### src/rtl/wb_test_status_pkg.sv
// Shared types and register map for the wb_test_status mailbox.
// State encoding, byte offsets, CTRL bits and STATUS field positions.
package wb_test_status_pkg;

    typedef enum logic [2:0] {
        S_IDLE = 3'd0,
        S_RUN  = 3'd1,
        S_PASS = 3'd2,
        S_FAIL = 3'd3,
        S_TMO  = 3'd4
    } state_e;

    localparam int unsigned OFF_CTRL   = 32'h00;
    localparam int unsigned OFF_STATUS = 32'h04;
    localparam int unsigned OFF_WDOG   = 32'h08;
    localparam int unsigned OFF_KICK   = 32'h0C;
    localparam int unsigned OFF_GOLDEN = 32'h10;

    localparam int unsigned CTRL_START_BIT = 0;
    localparam int unsigned CTRL_CLEAR_BIT = 1;

    localparam int unsigned STAT_STATE_LSB = 0;
    localparam int unsigned STAT_PASS_BIT  = 3;
    localparam int unsigned STAT_FAIL_BIT  = 4;
    localparam int unsigned STAT_TMO_BIT   = 5;
    localparam int unsigned STAT_PERR_BIT  = 6;
    localparam int unsigned STAT_OVF_BIT   = 7;
    localparam int unsigned STAT_FCH_LSB   = 8;
    localparam int unsigned STAT_MASK_LSB  = 16;

    function automatic logic [31:0] merge_bytes(input logic [31:0] old_v,
                                                input logic [31:0] new_v,
                                                input logic [3:0]  sel);
        logic [31:0] r;
        for (int b = 0; b < 4; b++)
            r[b*8 +: 8] = sel[b] ? new_v[b*8 +: 8] : old_v[b*8 +: 8];
        return r;
    endfunction

endpackage

### src/rtl/wb_test_status_if.sv
// Wishbone-classic bus bundle for wb_test_status; signal names are from the slave's view.
interface wb_test_status_if #(
    parameter int unsigned ADDR_W = 8
);
    logic [ADDR_W-1:0] wb_adr_i;
    logic [31:0]       wb_dat_i;
    logic [31:0]       wb_dat_o;
    logic [3:0]        wb_sel_i;
    logic              wb_we_i;
    logic              wb_stb_i;
    logic              wb_cyc_i;
    logic              wb_ack_o;

    modport master (
        output wb_adr_i, wb_dat_i, wb_sel_i, wb_we_i, wb_stb_i, wb_cyc_i,
        input  wb_dat_o, wb_ack_o
    );

    modport slave (
        input  wb_adr_i, wb_dat_i, wb_sel_i, wb_we_i, wb_stb_i, wb_cyc_i,
        output wb_dat_o, wb_ack_o
    );
endinterface

### src/rtl/wb_test_status_trace.sv
// Ring-buffer FIFO of RESULT writes; a push into a full ring drops the oldest entry and sets ovf.
module wb_test_status_trace #(
    parameter int unsigned DEPTH = 8,
    parameter int unsigned W     = 32,
    localparam int unsigned AW   = $clog2(DEPTH),
    localparam int unsigned CW   = AW + 1
) (
    input  logic          clk,
    input  logic          rst_n,
    input  logic          clr_i,
    input  logic          push_i,
    input  logic [W-1:0]  data_i,
    input  logic          pop_i,
    output logic [W-1:0]  data_o,
    output logic [CW-1:0] cnt_o,
    output logic          ovf_o
);
    logic [W-1:0]  mem_q [DEPTH];
    logic [AW-1:0] wr_q, rd_q;
    logic [CW-1:0] cnt_q;
    logic          ovf_q;
    logic          full, empty;

    assign full  = (cnt_q == CW'(DEPTH));
    assign empty = (cnt_q == '0);

    always_ff @(posedge clk or negedge rst_n) begin
        if (!rst_n) begin
            wr_q  <= '0;
            rd_q  <= '0;
            cnt_q <= '0;
            ovf_q <= 1'b0;
        end else if (clr_i) begin
            wr_q  <= '0;
            rd_q  <= '0;
            cnt_q <= '0;
            ovf_q <= 1'b0;
        end else if (push_i) begin
            wr_q <= wr_q + AW'(1);
            if (full) begin
                rd_q  <= rd_q + AW'(1);
                ovf_q <= 1'b1;
            end else begin
                cnt_q <= cnt_q + CW'(1);
            end
        end else if (pop_i && !empty) begin
            rd_q  <= rd_q + AW'(1);
            cnt_q <= cnt_q - CW'(1);
        end
    end

    // Storage carries no reset; the count alone says which entries are live.
    always_ff @(posedge clk) begin
        if (push_i && !clr_i) mem_q[wr_q] <= data_i;
    end

    assign data_o = empty ? '0 : mem_q[rd_q];
    assign cnt_o  = cnt_q;
    assign ovf_o  = ovf_q;
endmodule

### src/rtl/wb_test_status.sv
// Wishbone-classic pass/fail mailbox: per-channel golden/result compare, kickable watchdog, sticky verdicts.
// Define TESTSTAT_TRACE_EN to build the RESULT-write trace ring (wb_test_status_trace).
module wb_test_status
    import wb_test_status_pkg::*;
#(
    parameter int unsigned       NUM_CH      = 4,
    parameter int unsigned       ADDR_W      = 8,
    parameter int unsigned       TMO_W       = 24,
    parameter logic [TMO_W-1:0]  TMO_RST     = 'hF4240,
    parameter int unsigned       TRACE_DEPTH = 8
) (
    input  logic             clk,
    input  logic             rst_n,
    wb_test_status_if.slave  bus,
    output logic             pass_o,
    output logic             fail_o,
    output logic             timeout_o,
    output logic             done_o,
    output logic [3:0]       fail_ch_o
);
    localparam int unsigned W_CTRL = OFF_CTRL >> 2;
    localparam int unsigned W_STAT = OFF_STATUS >> 2;
    localparam int unsigned W_WDOG = OFF_WDOG >> 2;
    localparam int unsigned W_KICK = OFF_KICK >> 2;
    localparam int unsigned W_GOLD = OFF_GOLDEN >> 2;
    localparam int unsigned W_RES  = W_GOLD + NUM_CH;
    localparam int unsigned W_POP  = W_GOLD + 2 * NUM_CH;
    localparam int unsigned W_CNT  = W_POP + 1;
    localparam int unsigned TRC_CW = $clog2(TRACE_DEPTH) + 1;

    state_e             state_q;
    logic               ack_q;
    logic [31:0]        dat_q;
    logic               pass_q, fail_q, tmo_q, perr_q;
    logic [3:0]         fail_ch_q;
    logic [NUM_CH-1:0]  checked_q;
    logic [TMO_W-1:0]   wdog_load_q, wdog_q;
    logic [31:0]        golden_q [NUM_CH];
    logic [31:0]        result_q [NUM_CH];

    logic               fire, wr, rd, run;
    int unsigned        widx;
    logic [NUM_CH-1:0]  gold_hit, res_hit;
    logic [3:0]         res_ch;
    logic               mismatch, all_match;
    logic               res_wr, res_ok, kick_wr, ctrl_wr, clear, start;
    logic               pass_now, fail_now, expire;
    logic [31:0]        status_d, rdata_d;
    logic [31:0]        trace_dat;
    logic [TRC_CW-1:0]  trace_cnt;
    logic               trace_ovf;
    logic               unused_adr;

    assign unused_adr = ^bus.wb_adr_i[1:0];

    // A bus access takes effect on the edge that raises ack.
    assign fire = bus.wb_stb_i & bus.wb_cyc_i & ~ack_q;
    assign wr   = fire & bus.wb_we_i;
    assign rd   = fire & ~bus.wb_we_i;
    assign run  = (state_q == S_RUN);
    assign widx = 32'(bus.wb_adr_i[ADDR_W-1:2]);

    always_comb begin
        gold_hit  = '0;
        res_hit   = '0;
        res_ch    = '0;
        mismatch  = 1'b0;
        all_match = 1'b1;
        for (int unsigned i = 0; i < NUM_CH; i++) begin
            gold_hit[i] = (widx == W_GOLD + i);
            res_hit[i]  = (widx == W_RES + i);
            if (res_hit[i]) res_ch = 4'(i);
            if (res_hit[i] && bus.wb_dat_i != golden_q[i]) mismatch = 1'b1;
            if ((res_hit[i] ? bus.wb_dat_i : result_q[i]) != golden_q[i]) all_match = 1'b0;
        end
    end

    assign res_wr   = wr & (|res_hit);
    assign res_ok   = res_wr & (bus.wb_sel_i == 4'hF);
    assign kick_wr  = wr & (widx == W_KICK);
    assign ctrl_wr  = wr & (widx == W_CTRL) & bus.wb_sel_i[0];
    assign clear    = ctrl_wr & bus.wb_dat_i[CTRL_CLEAR_BIT];
    assign start    = ctrl_wr & bus.wb_dat_i[CTRL_START_BIT] & ~bus.wb_dat_i[CTRL_CLEAR_BIT];
    assign fail_now = run & res_ok & mismatch;
    assign pass_now = run & res_ok & ~mismatch & all_match & (&(checked_q | res_hit));
    // A verdict from a RESULT write or a KICK on the expiry edge beats the timeout.
    assign expire   = run & (wdog_q == TMO_W'(1)) & ~kick_wr & ~pass_now & ~fail_now;

    always_comb begin
        status_d = '0;
        status_d[STAT_STATE_LSB +: 3] = state_q;
        status_d[STAT_PASS_BIT]       = pass_q;
        status_d[STAT_FAIL_BIT]       = fail_q;
        status_d[STAT_TMO_BIT]        = tmo_q;
        status_d[STAT_PERR_BIT]       = perr_q;
        status_d[STAT_OVF_BIT]        = trace_ovf;
        status_d[STAT_FCH_LSB +: 4]   = fail_ch_q;
        status_d[STAT_MASK_LSB +: NUM_CH] = checked_q;
    end

    always_comb begin
        rdata_d = '0;
        if (widx == W_STAT) rdata_d = status_d;
        if (widx == W_WDOG) rdata_d = 32'(wdog_load_q);
        if (widx == W_POP)  rdata_d = trace_dat;
        if (widx == W_CNT)  rdata_d = 32'(trace_cnt);
        for (int unsigned i = 0; i < NUM_CH; i++) begin
            if (gold_hit[i]) rdata_d = golden_q[i];
            if (res_hit[i])  rdata_d = result_q[i];
        end
    end

    always_ff @(posedge clk or negedge rst_n) begin
        if (!rst_n) begin
            state_q     <= S_IDLE;
            ack_q       <= 1'b0;
            dat_q       <= '0;
            pass_q      <= 1'b0;
            fail_q      <= 1'b0;
            tmo_q       <= 1'b0;
            perr_q      <= 1'b0;
            fail_ch_q   <= '0;
            checked_q   <= '0;
            wdog_load_q <= TMO_RST;
            wdog_q      <= TMO_RST;
            for (int unsigned i = 0; i < NUM_CH; i++) begin
                golden_q[i] <= '0;
                result_q[i] <= '0;
            end
        end else begin
            ack_q <= bus.wb_stb_i & bus.wb_cyc_i & ~ack_q;
            if (rd) dat_q <= rdata_d;
            if (wr && widx == W_WDOG)
                wdog_load_q <= TMO_W'(merge_bytes(32'(wdog_load_q), bus.wb_dat_i, bus.wb_sel_i));
            for (int unsigned i = 0; i < NUM_CH; i++) begin
                if (wr && gold_hit[i]) golden_q[i] <= merge_bytes(golden_q[i], bus.wb_dat_i, bus.wb_sel_i);
                if (res_ok && res_hit[i]) result_q[i] <= bus.wb_dat_i;
            end
            if (res_wr && !res_ok) perr_q <= 1'b1;

            if (kick_wr) wdog_q <= wdog_load_q;
            else if (run && wdog_q != '0) wdog_q <= wdog_q - TMO_W'(1);

            case (state_q)
                S_IDLE: begin
                    if (start) begin
                        state_q   <= S_RUN;
                        wdog_q    <= wdog_load_q;
                        checked_q <= '0;
                    end
                end
                S_RUN: begin
                    if (res_ok) checked_q <= checked_q | res_hit;
                    if (fail_now) begin
                        state_q   <= S_FAIL;
                        fail_q    <= 1'b1;
                        fail_ch_q <= res_ch;
                    end else if (pass_now) begin
                        state_q <= S_PASS;
                        pass_q  <= 1'b1;
                    end else if (expire) begin
                        state_q <= S_TMO;
                        tmo_q   <= 1'b1;
                    end
                end
                default: ;
            endcase

            if (clear) begin
                state_q   <= S_IDLE;
                pass_q    <= 1'b0;
                fail_q    <= 1'b0;
                tmo_q     <= 1'b0;
                perr_q    <= 1'b0;
                fail_ch_q <= '0;
                checked_q <= '0;
            end
        end
    end

`ifdef TESTSTAT_TRACE_EN
    wb_test_status_trace #(
        .DEPTH (TRACE_DEPTH),
        .W     (32)
    ) u_trace (
        .clk    (clk),
        .rst_n  (rst_n),
        .clr_i  (clear),
        .push_i (res_ok),
        .data_i ({res_ch, bus.wb_dat_i[27:0]}),
        .pop_i  (rd && widx == W_POP),
        .data_o (trace_dat),
        .cnt_o  (trace_cnt),
        .ovf_o  (trace_ovf)
    );
`else
    assign trace_dat = '0;
    assign trace_cnt = '0;
    assign trace_ovf = 1'b0;
`endif

    assign bus.wb_ack_o = ack_q;
    assign bus.wb_dat_o = dat_q;
    assign pass_o       = pass_q;
    assign fail_o       = fail_q;
    assign timeout_o    = tmo_q;
    assign done_o       = pass_q | fail_q | tmo_q;
    assign fail_ch_o    = fail_ch_q;
endmodule
### src/flat_wrapper.sv
// flat-port wrapper written by rule: the top's interface ports become plain ports
module wb_test_status_flat import wb_test_status_pkg::*;
#(
    parameter int unsigned       NUM_CH      = 4,
    parameter int unsigned       ADDR_W      = 8,
    parameter int unsigned       TMO_W       = 24,
    parameter logic [TMO_W-1:0]  TMO_RST     = 'hF4240,
    parameter int unsigned       TRACE_DEPTH = 8
)
  (clk, rst_n, pass_o, fail_o, timeout_o, done_o, fail_ch_o, bus_wb_adr_i, bus_wb_dat_i, bus_wb_sel_i, bus_wb_we_i, bus_wb_stb_i, bus_wb_cyc_i, bus_wb_dat_o, bus_wb_ack_o);
  wb_test_status_if #(.ADDR_W(ADDR_W)) bus_i ();
  input  logic clk;
  input  logic rst_n;
  output logic pass_o;
  output logic fail_o;
  output logic timeout_o;
  output logic done_o;
  output logic [3:0] fail_ch_o;
  input wire logic [$bits(bus_i.wb_adr_i)-1:0] bus_wb_adr_i;
  input wire logic [$bits(bus_i.wb_dat_i)-1:0] bus_wb_dat_i;
  input wire logic [$bits(bus_i.wb_sel_i)-1:0] bus_wb_sel_i;
  input wire logic [$bits(bus_i.wb_we_i)-1:0] bus_wb_we_i;
  input wire logic [$bits(bus_i.wb_stb_i)-1:0] bus_wb_stb_i;
  input wire logic [$bits(bus_i.wb_cyc_i)-1:0] bus_wb_cyc_i;
  output wire logic [$bits(bus_i.wb_dat_o)-1:0] bus_wb_dat_o;
  output wire logic [$bits(bus_i.wb_ack_o)-1:0] bus_wb_ack_o;
  assign bus_i.wb_adr_i = bus_wb_adr_i;
  assign bus_i.wb_dat_i = bus_wb_dat_i;
  assign bus_i.wb_sel_i = bus_wb_sel_i;
  assign bus_i.wb_we_i = bus_wb_we_i;
  assign bus_i.wb_stb_i = bus_wb_stb_i;
  assign bus_i.wb_cyc_i = bus_wb_cyc_i;
  assign bus_wb_dat_o = bus_i.wb_dat_o;
  assign bus_wb_ack_o = bus_i.wb_ack_o;
  wb_test_status #(.NUM_CH(NUM_CH), .ADDR_W(ADDR_W), .TMO_W(TMO_W), .TMO_RST(TMO_RST), .TRACE_DEPTH(TRACE_DEPTH)) u_core (.clk(clk), .rst_n(rst_n), .bus(bus_i), .pass_o(pass_o), .fail_o(fail_o), .timeout_o(timeout_o), .done_o(done_o), .fail_ch_o(fail_ch_o));
endmodule
### config.mk
export PLATFORM = sky130hd
export DESIGN_NAME = wb_test_status_flat
export DESIGN_NICKNAME = d
export VERILOG_FILES = /design/src/rtl/wb_test_status_pkg.sv /design/src/rtl/wb_test_status_if.sv /design/src/rtl/wb_test_status_trace.sv /design/src/rtl/wb_test_status.sv /design/src/flat_wrapper.sv
export SDC_FILE = /design/constraint.sdc
export NUM_CORES = 1
export LEC_CHECK = 0
export CAP_MARGIN = 20
export CELL_PAD_IN_SITES_DETAIL_PLACEMENT = 1
export CELL_PAD_IN_SITES_GLOBAL_PLACEMENT = 1
export CORE_AREA = 3 3 184 231
export CTS_CLUSTER_DIAMETER = 100
export CTS_CLUSTER_SIZE = 12
export DETAILED_ROUTE_END_ITERATION = 8
export DIE_AREA = 0 0 187 234
export PLACE_DENSITY = 0.88
export RECOVER_POWER = 25
export SLEW_MARGIN = 20
export SYNTH_ARGS = -nofsm -noshare
export SYNTH_HDL_FRONTEND = slang
export SYNTH_SLANG_ARGS = --single-unit
### constraint.sdc
create_clock -name clk -period 6.97 [get_ports clk]
set_input_delay 1.0455 -clock clk [delete_from_list [all_inputs] [get_ports clk]]
set_output_delay 1.0455 -clock clk [all_outputs]
set_load 0.02 [all_outputs]
==> flow_metrics.env <==
export IMPL_status="finished with violations"
export IMPL_violations="max-capacitance violations, max-slew violations"
export IMPL_yosysTopAreaCell="dfrtp_1"
export IMPL_ys_seq_elements=350
export IMPL_crit_required_ns=7.35
export IMPL_avgRoutedWirePerCell_um=37.1
export IMPL_synthTopCellsByCount="dfrtp_1 (336), mux2_2 (254), clkbuf_1 (143)"
export IMPL_crit_family="simple AND/OR/NAND/NOR gates"
export IMPL_die_area_um2=43800
export IMPL_antenna_left=0
export IMPL_via_per_inst=7.29
export IMPL_place_gp_congestion=1.06
export IMPL_post_cts_buffers=0
export IMPL_synth_area_um2=20200
export IMPL_grt_antenna_before_repair=7
export IMPL_worst_path_largest_cell_delay_ns=0.98
export IMPL_h_tree_depth=2
export IMPL_setup_viol=0
export IMPL_tightest_slew_ns=3.29
export IMPL_fin_crit_sh_pct=74.0
export IMPL_rows=82
export IMPL_firstDrtPassIters=7
export IMPL_grt_use_total_pct=43.9
export IMPL_synthFlopType="dfrtp_1"
export IMPL_rsz0062_at_grt="false"
export IMPL_route_met2_wl_mm=43.4
export IMPL_cpMostUsedCell="and4_1"
export IMPL_overflow=0
export IMPL_cts_buffers=35
export IMPL_clkTransAtPathRegs_ns=0.06
export IMPL_cts_resized=0
export IMPL_relSlewSlack_pct=-119
export IMPL_drtIter0Drc=2938
export IMPL_slew_violations=244
export IMPL_synthToLayoutAreaGrowth_pct=12.3
export IMPL_cellLeakagePower_uw=0.00978
export IMPL_end_kind="flip-flop"
export IMPL_met1_length_mm=35.0
export IMPL_yosys_top_cells_area="dfrtp_1 (42%), mux2_2 (14%), xnor2_1 (5.5%)"
export IMPL_finalHoldViolCount=0
export IMPL_grt_pass1_vias=19300
export IMPL_highest_layer="met5"
export IMPL_start_util_pct=50.1
export IMPL_die_y_um=234
export IMPL_r2r_setup_slack_ns=2.99
export IMPL_dieWidth_um=187
export IMPL_fin_nets=2117
export IMPL_clk_path_buf_depth=3
export IMPL_root_buffer="clkbuf_16"
export IMPL_fin_crit_ns=5.16
export IMPL_vias=19200
export IMPL_clk_latency_ns=0.56
export IMPL_synth_edff_count=0
export IMPL_yosysSeqAreaShare_pct=43.4
export IMPL_yosys_warnings=0
export IMPL_pwr_density_cell_nw_per_um2=198
export IMPL_hold_buffers=0
export IMPL_cts_tree="done"
export IMPL_yosysMostFrequentCell="dfrtp_1"
export IMPL_path_cells="clkdlybuf4s50_1, xnor2_1, nand2_1, o41ai_1, buf_4, o2111ai_1, nor4_1, and4_1, and4_1, o211ai_1"
export IMPL_drv_cap=2
export IMPL_critPathLaunchType="input port"
export IMPL_grt_first_pass_wirelength_mm=139
export IMPL_boundaryPins=90
export IMPL_cpMaxStageDelayCell="clkdlybuf4s50_1"
export IMPL_ir_drop_mv=0.218
export IMPL_drive_gt1_share_pct=19.3
export IMPL_place_hpwl_mm=69.6
export IMPL_cts_sinks=350
export IMPL_clock_fmax_ghz=0.194
export IMPL_cp_max_fo=15
export IMPL_hp_class="in -> async"
export IMPL_worst_setup_path_type="in -> reg"
export IMPL_clock_skew_ns=0.0186
export IMPL_async_reset_ff_share_pct=100
export IMPL_core_um2=40300
export IMPL_worstPathArrival_ns=5.53
export IMPL_syn_avg_cell_area_um2=9.89
export IMPL_worst_path_buf_inv=2
export IMPL_dr_wl_met3_mm=10.5
export IMPL_fill_cells=4370
export IMPL_tns_ns=0
export IMPL_io_buffers=85
export IMPL_grt_max_degree=130
export IMPL_drt_total_wl_mm=97.4
export IMPL_postSynthCellCount=2042
export IMPL_yosysTopAreaCellShare_pct=41.6
export IMPL_drc=0
export IMPL_ys_types=70
export IMPL_power_total_uw=4500
-- placed cells by master (no fill, tap or decap), types with 9 or more instances in the layout --
| cell | n |
|---|---|
| o22ai_1 | 14 |
| a31oi_1 | 32 |
| mux2_2 | 254 |
| dfstp_2 | 14 |
| a222oi_1 | 12 |
| nand3_1 | 93 |
| a21oi_1 | 112 |
| a221oi_1 | 25 |
| o21ai_0 | 136 |
| a211oi_1 | 12 |
| nand2b_1 | 10 |
| a21o_1 | 14 |
| a2111oi_0 | 11 |
| or3_1 | 21 |
| nand4_1 | 37 |
| a22oi_1 | 54 |
| clkbuf_1 | 13 |
| o22a_1 | 9 |
| a21boi_0 | 16 |
| dfrtp_1 | 336 |
| inv_1 | 30 |
| xnor2_1 | 128 |
| xor2_1 | 51 |
| clkbuf_16 | 37 |
| nand2_1 | 127 |
| mux2i_1 | 16 |
| nor3_1 | 14 |
| nor2_1 | 83 |
| or4_1 | 9 |
| o221ai_1 | 13 |
| nor4_1 | 32 |
| buf_4 | 62 |
| and3_1 | 45 |
| clkdlybuf4s50_1 | 83 |
-- final cells by class --
class	instances	area, um^2	share of cell area, %
diodes	4	10.0	0.0441
clock buffers	50	975	4.30
clock inverters	1	11.3	0.0496
inverters	30	113	0.496
multi-input cells	1496	10700	47.3
flip-flops and latches	350	8780	38.7
well taps	546	683	3.01
repair buffers	152	1390	6.13
-- registers in the layout, indices dropped and copies added, names as in the netlist --
name                 count
u_core.state_q           3
u_core.checked_q         4
u_core.wdog_load_q      24
u_core.golden_q        128
u_core.result_q        128
u_core.pass_o            1
u_core.fail_ch_o         2
u_core.bus.wb_dat_o     32
u_core.bus.wb_ack_o      1
u_core.wdog_q           24
u_core.fail_o            1
u_core.timeout_o         1
u_core.perr_q            1
-- path summary, 6_finish.rpt --
kind,from,to,cells past startpoint
worst max-delay path,bus_wb_dat_i[26],u_core.state_q[0],10
worst min-delay path,rst_n,u_core.wdog_q[13],1
worst max register to register,u_core.bus.wb_ack_o,u_core.state_q[0],9
worst min register to register,u_core.bus.wb_dat_o[24],u_core.bus.wb_dat_o[24],1
max in group asynchronous,rst_n,u_core.golden_q[60],2
min in group clk,u_core.bus.wb_dat_o[24],u_core.bus.wb_dat_o[24],1
-- power breakdown --
part / leakage [uW] / total (uW) / switching [uW] / internal, uW
combinational: 0.00463 / 536 / 357 / 179
sequential: 0.00467 / 2160 / 70.1 / 2090
clock: 0.000477 / 1800 / 836 / 966
total: 0.00978 / 4500 / 1260 / 3240
-- cells by family (layout without fill, tap and decap cells) --
group	after synthesis	count (layout)	synth area share, %
compound gates	517	517	16.6
mux	270	270	15.0
xor+xnor	179	179	7.76
flops	350	350	43.4
simple gates	525	525	13.2
fa+ha+maj	3	3	0.186
buf+inv	197	233	3.86
other cells	1	6	0.0186
-- metrics by stage --
stage          area (um^2)  utilization, %  cells  worst slack [ns]  hold slack, ns
2_1_floorplan        20200               -   2043              3.24           0.463
4_1_cts              22700            56.3   2625              1.97           0.487
5_1_grt              22700            56.2   2626              1.76           0.500
3_3_place_gp         21700            53.9   2574              1.40           0.464
3_5_place_dp         21700            53.9   2574              1.40           0.471
6_report             22700            56.3   2629              1.81           0.479
-- per-layer routing --
layer	GRT usage, %	up-vias
li1	-	7540
met1	54.0	9778
met2	69.1	1458
met3	10.2	390
met4	30.3	4
met5	0	-
Power figures use the tool's default switching activity.
